<file path="config.mk">
export PLATFORM = sky130hd
export DESIGN_NAME = uart_rx_param
export DESIGN_NICKNAME = d
export VERILOG_FILES = /design/src/rtl/uart_pkg.sv /design/src/rtl/uart_rx_param_edge_sync.sv /design/src/rtl/uart_rx_param.sv
export SDC_FILE = /design/constraint.sdc
export NUM_CORES = 1
export LEC_CHECK = 0
export ABC_AREA = 1
export BUFFER_PORTS_ARGS = -buffer_cell sky130_fd_sc_hd__buf_2
export CAP_MARGIN = 5
export CORE_MARGIN = 2
export CORE_UTILIZATION = 54
export DETAILED_ROUTE_END_ITERATION = 8
export PLACE_DENSITY = 0.74
export SETUP_SLACK_MARGIN = 0.02
export SYNTH_ARGS = -nofsm -noshare
export SYNTH_HDL_FRONTEND = slang
export SYNTH_HIERARCHICAL = 1
export SYNTH_SLANG_ARGS = --single-unit
</file>
<file path="constraint.sdc">
create_clock -name clk -period 1.9 [get_ports clk]
set_clock_uncertainty 0.05 [all_clocks]
set_input_delay 0.475 -clock clk [delete_from_list [all_inputs] [get_ports clk]]
set_output_delay 0.475 -clock clk [all_outputs]
set_load 0.005 [all_outputs]
</file>
<file path="src/rtl/uart_pkg.sv">
// Shared types and limits for the parametrised UART receiver.
package uart_pkg;

   localparam int unsigned MinDataBits      = 5;
   localparam int unsigned MaxDataBitsLimit = 9;

   typedef enum logic [2:0] {
      IDLE,
      START,
      DATA,
      PARITY,
      STOP,
      BREAK
   } rx_state_e;

   typedef enum logic [1:0] {
      PAR_NONE = 2'd0,
      PAR_EVEN = 2'd1,
      PAR_ODD  = 2'd2
   } parity_e;

   typedef struct packed {
      logic [3:0] data_bits;
      parity_e    parity;
      logic       two_stop;
   } rx_cfg_t;

   // Frame configuration as captured at start-bit detection, with width clamped.
   function automatic rx_cfg_t latch_cfg(input logic [3:0] bits, input logic [1:0] par,
                                         input logic two_stop, input logic [3:0] max_bits);
      rx_cfg_t c;
      c.data_bits = bits;
      if (bits < 4'(MinDataBits))
         c.data_bits = 4'(MinDataBits);
      else if (bits > max_bits)
         c.data_bits = max_bits;
      case (par)
         2'd1:    c.parity = PAR_EVEN;
         2'd2:    c.parity = PAR_ODD;
         default: c.parity = PAR_NONE;
      endcase
      c.two_stop = two_stop;
      return c;
   endfunction

endpackage

</file>
<file path="src/rtl/uart_rx_param_edge_sync.sv">
// Two-flop line synchroniser with edge flags qualified by the oversample tick.
module EdgeSyncEn #(
   parameter int unsigned Phase = 1
) (
   input  logic clk,
   input  logic nReset,
   input  logic en,
   input  logic in,
   output logic syncOut,
   output logic rise,
   output logic fall
);

   logic meta_q, sync_q, prev_q;
   logic rise_c, fall_c;

   // Reset to idle-high so reset release never looks like a falling edge.
   always_ff @(posedge clk or negedge nReset) begin
      if (!nReset) begin
         meta_q <= 1'b1;
         sync_q <= 1'b1;
         prev_q <= 1'b1;
      end else begin
         meta_q <= in;
         sync_q <= meta_q;
         if (en)
            prev_q <= sync_q;
      end
   end

   assign rise_c = en & sync_q & ~prev_q;
   assign fall_c = en & ~sync_q & prev_q;

   // Phase 1 reports edges alongside syncOut; phase 0 delays everything one clk.
   if (Phase == 1) begin : g_phase1
      assign syncOut = sync_q;
      assign rise    = rise_c;
      assign fall    = fall_c;
   end else begin : g_phase0
      logic sync_d_q, rise_q, fall_q;
      always_ff @(posedge clk or negedge nReset) begin
         if (!nReset) begin
            sync_d_q <= 1'b1;
            rise_q   <= 1'b0;
            fall_q   <= 1'b0;
         end else begin
            sync_d_q <= sync_q;
            rise_q   <= rise_c;
            fall_q   <= fall_c;
         end
      end
      assign syncOut = sync_d_q;
      assign rise    = rise_q;
      assign fall    = fall_q;
   end

endmodule

</file>
<file path="src/rtl/uart_rx_param.sv">
// UART receiver with runtime data width, parity and stop bits, break detection
// and a ready/valid output that reports dropped frames as overrun.
module uart_rx_param
   import uart_pkg::*;
#(
   parameter int unsigned Oversample  = 16,
   parameter int unsigned MaxDataBits = 9
) (
   input  logic                   clk,
   input  logic                   nReset,
   input  logic                   en,
   input  logic                   in,
   input  logic [3:0]             cfgDataBits,
   input  logic [1:0]             cfgParity,
   input  logic                   cfgStopBits,
   output logic [MaxDataBits-1:0] data,
   output logic                   valid,
   input  logic                   ready,
   output logic                   parityErr,
   output logic                   frameErr,
   output logic                   breakDet,
   output logic                   overrun
);

   localparam int unsigned     CntW    = $clog2(Oversample);
   localparam logic [CntW-1:0] CntFull = CntW'(Oversample - 1);
   localparam logic [CntW-1:0] CntHalf = CntW'(Oversample / 2);
   localparam logic [3:0]      MaxBits = 4'(MaxDataBits);

   logic sync_c, rise_c, fall_c;

   EdgeSyncEn #(.Phase(1)) u_sync (
      .clk    (clk),
      .nReset (nReset),
      .en     (en),
      .in     (in),
      .syncOut(sync_c),
      .rise   (rise_c),
      .fall   (fall_c)
   );

   rx_state_e              state_q;
   rx_cfg_t                cfg_q;
   logic [CntW-1:0]        cnt_q;
   logic [3:0]             bit_q;
   logic                   stop_idx_q;
   logic [MaxDataBits-1:0] shreg_q;
   logic                   pbit_q, zero_q, ferr_q;
   logic [MaxDataBits-1:0] data_q;
   logic                   valid_q, perr_q, fe_q, brk_q, ovr_q;

   logic                   mid_c, resync_c, bit_end_c, perr_c, ferr_c;
   logic                   stop_mid_c, break_c, complete_c;
   logic [3:0]             shift_c;
   logic [MaxDataBits-1:0] aligned_c;

   assign mid_c     = (cnt_q == CntHalf);
   assign resync_c  = (state_q inside {START, DATA, PARITY}) && (rise_c || fall_c) && (cnt_q < CntHalf);
   assign bit_end_c = (cnt_q == '0) || resync_c;

   // Bits shift in from the top, so a short word is right-aligned by shifting down.
   assign shift_c   = MaxBits - cfg_q.data_bits;
   assign aligned_c = shreg_q >> shift_c;
   assign perr_c    = (cfg_q.parity != PAR_NONE) &&
                      ((^aligned_c ^ pbit_q) != (cfg_q.parity == PAR_ODD));
   assign ferr_c    = ferr_q | ~sync_c;

   assign stop_mid_c = en && (state_q == STOP) && mid_c;
   assign break_c    = stop_mid_c && !stop_idx_q && zero_q && !sync_c;
   assign complete_c = stop_mid_c && (stop_idx_q == cfg_q.two_stop) && !break_c;

   always_ff @(posedge clk or negedge nReset) begin
      if (!nReset) begin
         state_q    <= IDLE;
         cfg_q      <= '0;
         cnt_q      <= CntFull;
         bit_q      <= '0;
         stop_idx_q <= 1'b0;
         shreg_q    <= '0;
         pbit_q     <= 1'b0;
         zero_q     <= 1'b0;
         ferr_q     <= 1'b0;
         data_q     <= '0;
         valid_q    <= 1'b0;
         perr_q     <= 1'b0;
         fe_q       <= 1'b0;
         brk_q      <= 1'b0;
         ovr_q      <= 1'b0;
      end else begin
         brk_q <= 1'b0;
         ovr_q <= 1'b0;
         if (valid_q && ready)
            valid_q <= 1'b0;

         // A completing frame only loads when the output slot is free or being freed.
         if (complete_c) begin
            if (!valid_q || ready) begin
               data_q  <= aligned_c;
               perr_q  <= perr_c;
               fe_q    <= ferr_c;
               valid_q <= 1'b1;
            end else begin
               ovr_q <= 1'b1;
            end
         end
         if (break_c)
            brk_q <= 1'b1;

         if (en) begin
            case (state_q)
               IDLE: begin
                  if (fall_c) begin
                     state_q    <= START;
                     cnt_q      <= CntFull;
                     cfg_q      <= latch_cfg(cfgDataBits, cfgParity, cfgStopBits, MaxBits);
                     bit_q      <= '0;
                     stop_idx_q <= 1'b0;
                     shreg_q    <= '0;
                     pbit_q     <= 1'b0;
                     zero_q     <= 1'b1;
                     ferr_q     <= 1'b0;
                  end
               end
               START: begin
                  if (mid_c && sync_c) begin
                     state_q <= IDLE;
                     cnt_q   <= CntFull;
                  end else if (bit_end_c) begin
                     state_q <= DATA;
                     cnt_q   <= CntFull;
                  end else begin
                     cnt_q <= cnt_q - CntW'(1);
                  end
               end
               DATA: begin
                  if (mid_c) begin
                     shreg_q <= {sync_c, shreg_q[MaxDataBits-1:1]};
                     zero_q  <= zero_q & ~sync_c;
                     bit_q   <= bit_q + 4'd1;
                     cnt_q   <= cnt_q - CntW'(1);
                  end else if (bit_end_c) begin
                     cnt_q <= CntFull;
                     if (bit_q == cfg_q.data_bits)
                        state_q <= (cfg_q.parity != PAR_NONE) ? PARITY : STOP;
                  end else begin
                     cnt_q <= cnt_q - CntW'(1);
                  end
               end
               PARITY: begin
                  if (mid_c) begin
                     pbit_q <= sync_c;
                     zero_q <= zero_q & ~sync_c;
                     cnt_q  <= cnt_q - CntW'(1);
                  end else if (bit_end_c) begin
                     state_q <= STOP;
                     cnt_q   <= CntFull;
                  end else begin
                     cnt_q <= cnt_q - CntW'(1);
                  end
               end
               STOP: begin
                  if (break_c) begin
                     state_q <= BREAK;
                     cnt_q   <= CntFull;
                  end else if (complete_c) begin
                     state_q <= IDLE;
                     cnt_q   <= CntFull;
                  end else if (mid_c) begin
                     ferr_q <= ferr_c;
                     cnt_q  <= cnt_q - CntW'(1);
                  end else if (bit_end_c) begin
                     stop_idx_q <= 1'b1;
                     cnt_q      <= CntFull;
                  end else begin
                     cnt_q <= cnt_q - CntW'(1);
                  end
               end
               BREAK: begin
                  if (sync_c)
                     state_q <= IDLE;
               end
               default: begin
                  state_q <= IDLE;
                  cnt_q   <= CntFull;
               end
            endcase
         end
      end
   end

   assign data      = data_q;
   assign valid     = valid_q;
   assign parityErr = perr_q;
   assign frameErr  = fe_q;
   assign breakDet  = brk_q;
   assign overrun   = ovr_q;

endmodule
</file>
=== Word level (Yosys, flattened, before mapping) ===
Cells that the tools add are included.

* Register bits: 48
* Input bits: 12
* Output and inout bits: 14
* Word-level logic and storage cells: 154

* Add/sub/neg operators: 3
* Magnitude comparators: 3
* Equal/unequal tests: 29
* Shifts and indexed selects: 1
* Muxes and demuxes: 50
* Bitwise gates (word level): 10
* Reductions and logical operators: 38

{| class="wikitable"
|+ Operators by type and width
! operator !! count
|-
| $mux 4 || 10
|-
| $mux 3 || 12
|-
| $ne 2x2->1 const B || 12
|-
| $pmux 4 s5 || 1
|-
| $mux 9 || 2
|-
| $pmux 3 s6 || 1
|-
| $pmux 9 s2 || 1
|-
| $mux 1 || 17
|-
| $logic_and 1x1->1 || 12
|-
| $reduce_and 4->1 || 3
|-
| $reduce_and 10->1 || 1
|-
| $reduce_bool 2->1 || 5
|-
| $reduce_xor 9->1 || 1
|-
| $shr 9x4->9 || 1
|-
| $pmux 1 s2 || 4
|-
| $pmux 4 s2 || 1
|-
| $reduce_and 7->1 || 1
|-
| $eq 3x2->1 const B || 2
|-
| $eq 3x3->1 const B || 2
|-
| $ne 2x1->1 const B || 3
|-
| $reduce_and 3->1 || 2
|-
| $reduce_and 6->1 || 1
|-
| $and 1x1->1 || 5
|-
| $add 4x1->4 const B || 1
|-
| other kinds (25) || 33
|}

=== Longest topological paths before layout ===
* Depth after elaboration: 12
* Depth in mapped cells: 20
* Depth with buffers taken out: 19

=== Cells and area by module ===
The synthesis kept the hierarchy.

{| class="wikitable"
|+ Modules (own cells, without submodules)
! module !! instances !! cells an instance !! area each (sq um) !! sequential area each (sq um)
|-
| uart_rx_param || 1 || 393 || 2840.2 || 1131.1
|-
| EdgeSyncEn || 1 || 10 || 105.1 || 78.8
|}

=== Least setup slack after synthesis ===
Ideal clock, no wire load.

* Kind: reg-to-reg
* Start point: register cfg_q[4] (netlist name)
* End point: register perr_q, in the netlist parityErr
* Library setup time: 0.117 ns
* Arrival time: 1.812 ns
* Data required time: 1.733 ns
* Path slack: -0.079 ns
* Stages on the path, launching flop included: 17
* Buffers on the path: 1
* Period minus slack after synthesis: 1.979 ns
* Path through: dfrtp_1 > inv_1 > buf_4 > ha_1 > inv_1 > nand2_1 > nor2_1 > nor2_2 > nand3_1 > nand2_1 > nand2_1 > nand2_1 > nand2_1 > nand2_1 > nand2_1 > nand3_1 > nand2_1

* Word-level cells in the longest chain between the ends: 6

{| class="wikitable"
|+ Ends and longest elaborated chain
! what !! line !! text
|-
| from (decl) || uart_rx_param.sv:43 || <nowiki>rx_cfg_t cfg_q;</nowiki>
|-
| from (signal assigned) || uart_rx_param.sv:115 || <nowiki>cfg_q <= latch_cfg(cfgDataBits, cfgParity, cfgStopBits, MaxBits);</nowiki>
|-
| $sub 4x4->4 || uart_rx_param.sv:62 || <nowiki>assign shift_c = MaxBits - cfg_q.data_bits;</nowiki>
|-
| $shr 9x4->9 || uart_rx_param.sv:63 || <nowiki>assign aligned_c = shreg_q >> shift_c;</nowiki>
|-
| $reduce_xor 9->1 || uart_rx_param.sv:65 || <nowiki>((^aligned_c ^ pbit_q) != (cfg_q.parity == PAR_ODD));</nowiki>
|-
| $xor 1x1->1 || uart_rx_param.sv:65 ||
|-
| $ne 1x1->1 || uart_rx_param.sv:65 ||
|-
| $logic_and 1x1->1 || uart_rx_param.sv:64 || <nowiki>assign perr_c = (cfg_q.parity != PAR_NONE) &&</nowiki>
|-
| to (signal assigned) || uart_rx_param.sv:99 || <nowiki>perr_q <= perr_c;</nowiki>
|-
| to (decl) || uart_rx_param.sv:50 || <nowiki>logic valid_q, perr_q, fe_q, brk_q, ovr_q;</nowiki>
|}

Every way passes these cells.
A chain may end at the register's enable or synchronous reset.

=== Final worst setup path ===
* Start point: register cfg_q[5] (netlist name)
* End point: register perr_q, in the netlist parityErr

The elaborated chain is that of the path after synthesis.

==> impl_metrics.yaml <==
outcome:
  outcome: "complete, but fails checks"
  violations: "setup timing"
sta:
  worst_slack_ns: -0.1238
  setup_violations: 1
  drv_slew: 0
  fmax_mhz: 494.1
  fin_crit_sh_pct: 106.5
  tightest_slew_ns: 0.3702
  holdWs_ns: 0.09280
  maxSlewHeadroom_pct: 75.23
  rsz0062_at_grt: "true"
  final_hold_viol_count: 0
  period_minus_slack_ns: 2.024
cells_and_area:
  num-fill-cells: 409
  final_cells: 541
  layout-drive-gt1-share_pct: 32.27
  diodes: 0
  syn_to_final_growth_pct: 26.30
  num-nets-final: 485
  stdcell_area_sq_um: 3720
detailed_routing:
  wl_um: 6928
  post_drt_wl_per_cell_um: 12.81
  firstDrtPassIters: 4
  postRouteAntennaNets: 0
  m1WireLength_um: 3194
  drcViolationCount: 0
  vias: 2843
  drt_iter0_drc: 159
  viasPerCell: 5.255
  wl_met2_um: 3225
  top_layer: "met4"
  dr_wl_met3_um: 350
worst_setup_path:
  crit_family: "simple AND/OR/NAND/NOR gates"
  rr_endpoint: "parityErr$_DFFE_PN0P_"
  path_max_fanout: 7
  r2r-start: "cfg_q[5]$_DFFE_PN0P_"
  r2r_cells: 17
  path_class: "reg -> reg"
  r2r_slack_ns: -0.12
  required_ns: 2.06
  path_common_cell: "nand2_1"
  crit_arrival_ns: 2.18
  critPathMaxStageDelay_ns: 0.40
  start_kind: "flop"
  crit_buf_inv: 3
  cp_cell_sequence: "inv_2 > ha_4 > inv_2 > nand2_2 > nand2_4 > nor2_4 > nand3_2 > nand2_2 > inv_2 > nand2_1 > nand2_1 > nand2_1 > nand2_1 > nand2_1 > nand3_2 > nand3_2 > nand2_1"
  crit_slowest_cell: "dfrtp_1"
  worstSetupEndpointType: "flop"
global_route:
  grt_usage_pct: 23.36
  antenna_found_initial: 0
  grt_pass1_wl_um: 11320
  grt_max_degree: 49
  grt_pass1_vias: 2594
  overflow: 0
power:
  ir_worst_vdd_uv: 636.8
  power.switching_w: 0.002309
  clkPwrFrac_pct: 13.1
  switching_share_pct: 46.18
  p_comb_share_pct: 56.7
  p_leak_nw: 1.913
  cellInternalPower_w: 0.002691
  seqPwrFrac_pct: 30.3
  p_total_w: 0.005000
  powerDensity_nw_per_um2: 1344
placed_design:
  place_ws_ns: -0.06297
  dpl_cell_area_sq_um: 3392
  io_buffer_count: 25
  place_congestion: 0.9472
  hpwl_um: 4808
  dp_cells: 525
cts:
  cts_tree: "done"
  cts_root_buf: "clkbuf_8"
  htree_levels: 2
  path_clk_slew_ns: 0.09
  clk_latency_ns: 0.31
  cts_buffers: 5
  cts_sinks: 48
  ctsHoldBuffers: 0
  clock_tree.buffer_depth: 2
logic_synthesis:
  yosysWarnings: 6
  synthTopCellsByArea: "dfrtp_1 (35%), nand2_1 (17%), nand3_1 (8.3%), dfstp_2 (6.2%), inv_1 (5.9%)"
  synthesis.nets: 418
  synth_top_cell_area_share_pct: 34.83
  synthDistinctLibCells: 41
  syn_avg_cell_area_sq_um: 7.308
  synth_area_leader_cell: "dfrtp_1"
  seq_area_frac_synth_pct: 41.08
  postSynthCellCount: 403
  synthesis.area_sq_um: 2945
  ys_ff_latch: 48
min_path:
  hp-class: "in -> async"
floorplanning:
  coreArea_sq_um: 5172
  ioPinCount: 26
  die_area_sq_um: 6061
  die_h_um: 77.86
  rows: 26
  dieWidth_um: 77.86
  initial_core_util_pct: 56.94
job:
  drv_cap: 0
==> sequential cells by signal, summed over array words and instances, names as in the netlist <==
register        flops
data                9
shreg_q             9
cfg_q               7
bit_q               4
cnt_q               4
state_q             3
breakDet            1
ferr_q              1
frameErr            1
overrun             1
parityErr           1
pbit_q              1
stop_idx_q          1
u_sync/meta_q       1
u_sync/prev_q       1
u_sync/syncOut      1
valid               1
zero_q              1
==> synth_stat cells <==
cell type and n:
nand2_1 132, nand3_1 49, inv_1 46, dfrtp_1 41, nor2_1 25, o21ai_0 17, a21oi_1 14, dfstp_2 7
inv_2 6, o21ai_2 5, buf_4 4, nand4_1 4, nor2_2 4, o31ai_1 4, xor2_1 4, ha_1 3
o21bai_1 3, xnor2_1 3, a21o_1 2, a31oi_1 2, buf_2 2, nand2_2 2, nand3_2 2, nor2_4 2
nor3_1 2, nor3_2 2, o21ai_1 2, a21oi_4 1, a22oi_1 1, and3_1 1, buf_6 1, inv_4 1
nand3b_1 1, nor2_8 1, nor4_1 1, o2111ai_1 1, o211ai_1 1, o21a_1 1, o21ai_4 1, o31ai_2 1
o32ai_1 1
==> repair_timing <==
action,CTS,global route
setup endpoints to repair,4,26
pin swaps,13,23
resized for setup,13,37
buffers inserted,3,5
==> per-stage QoR <==
| step | util, % | TNS [ns] |
|---|---|---|
| 6_report | 71.92 | -0.1238 |
| 5_1_grt | 71.92 | -0.3193 |
| 4_1_cts | 68.80 | -0.01865 |
| 3_5_place_dp | 65.58 | -0.07747 |
| 3_3_place_gp | 65.58 | -0.004062 |
| 2_1_floorplan | - | 0 |
==> kinds of logic (layout without fill, tap and decap cells) <==
logic type	after synthesis	after routing	share of synthesized area (%)
AOI/OAI and AO/OA	57	57	12.70
xor gates and xnor gates	7	7	2.082
adders and majority gates	3	3	1.275
buffers and inverters	60	128	8.581
DFF	48	48	41.08
and+or+nand+nor	228	228	34.28
==> how the worst max path moves through the flow <==
stage,start,end,cells past startpoint
2_1_floorplan,cfg_q[4]$_DFFE_PN0P_,parityErr$_DFFE_PN0P_,20
3_3_place_gp,cfg_q[5]$_DFFE_PN0P_,parityErr$_DFFE_PN0P_,17
3_5_place_dp,cfg_q[5]$_DFFE_PN0P_,parityErr$_DFFE_PN0P_,17
4_1_cts,cfg_q[4]$_DFFE_PN0P_,parityErr$_DFFE_PN0P_,17
5_1_grt,cfg_q[4]$_DFFE_PN0P_,parityErr$_DFFE_PN0P_,18
6_report,cfg_q[5]$_DFFE_PN0P_,parityErr$_DFFE_PN0P_,17
==> worst reg2reg max path, cell delays in order (launching register included) <==
cell     delay [ns]
dfrtp_1        0.40
inv_2          0.08
ha_4           0.14
inv_2          0.04
nand2_2        0.06
nand2_4        0.06
nor2_4         0.25
nand3_2        0.13
nand2_2        0.12
inv_2          0.05
nand2_1        0.06
nand2_1        0.06
nand2_1        0.07
nand2_1        0.05
nand2_1        0.09
nand3_2        0.09
nand3_2        0.08
nand2_1        0.04
==> power by group through the flow <==
stage	Sequential, W	Clock, W	Combinational [W]
floorplan	0.00142	0	0.00176
global placement	0.00149	0	0.00235
detailed placement	0.00150	0	0.00240
CTS	0.00148	0.000672	0.00251
global route	0.00154	0.000703	0.00316
finish	0.00151	0.000654	0.00283
==> placed cells by master, fill, tap and decap left out, types with 11 or more instances in the layout <==
cell     netlist  routed
buf_2          2      25
nand3_2        2      11
inv_1         46      36
a21oi_1       14      12
nand3_1       49      37
buf_4          4      40
inv_2          6      13
dfrtp_1       41      37
nor2_1        25      22
nand2_1      132     124
o21ai_0       17      14
==> per-layer routing <==
metal	global-route usage, %	vias to the layer above
met4	9.107	0
met2	38.28	89
met5	0	-
met1	31.03	1296
li1	-	1442
met3	3.605	16
==> cell type report <==
class	count	area (sq um)	share of cell area, %
clock buffers	6	82.58	2.220
repair buffers	67	456.7	12.28
clock inverters	2	13.76	0.3700
well taps	70	87.58	2.355
flip-flops and latches	48	1215	32.66
inverters	53	209.0	5.617
multi-input cells	295	1655	44.50
Power figures use the tool's default switching activity.
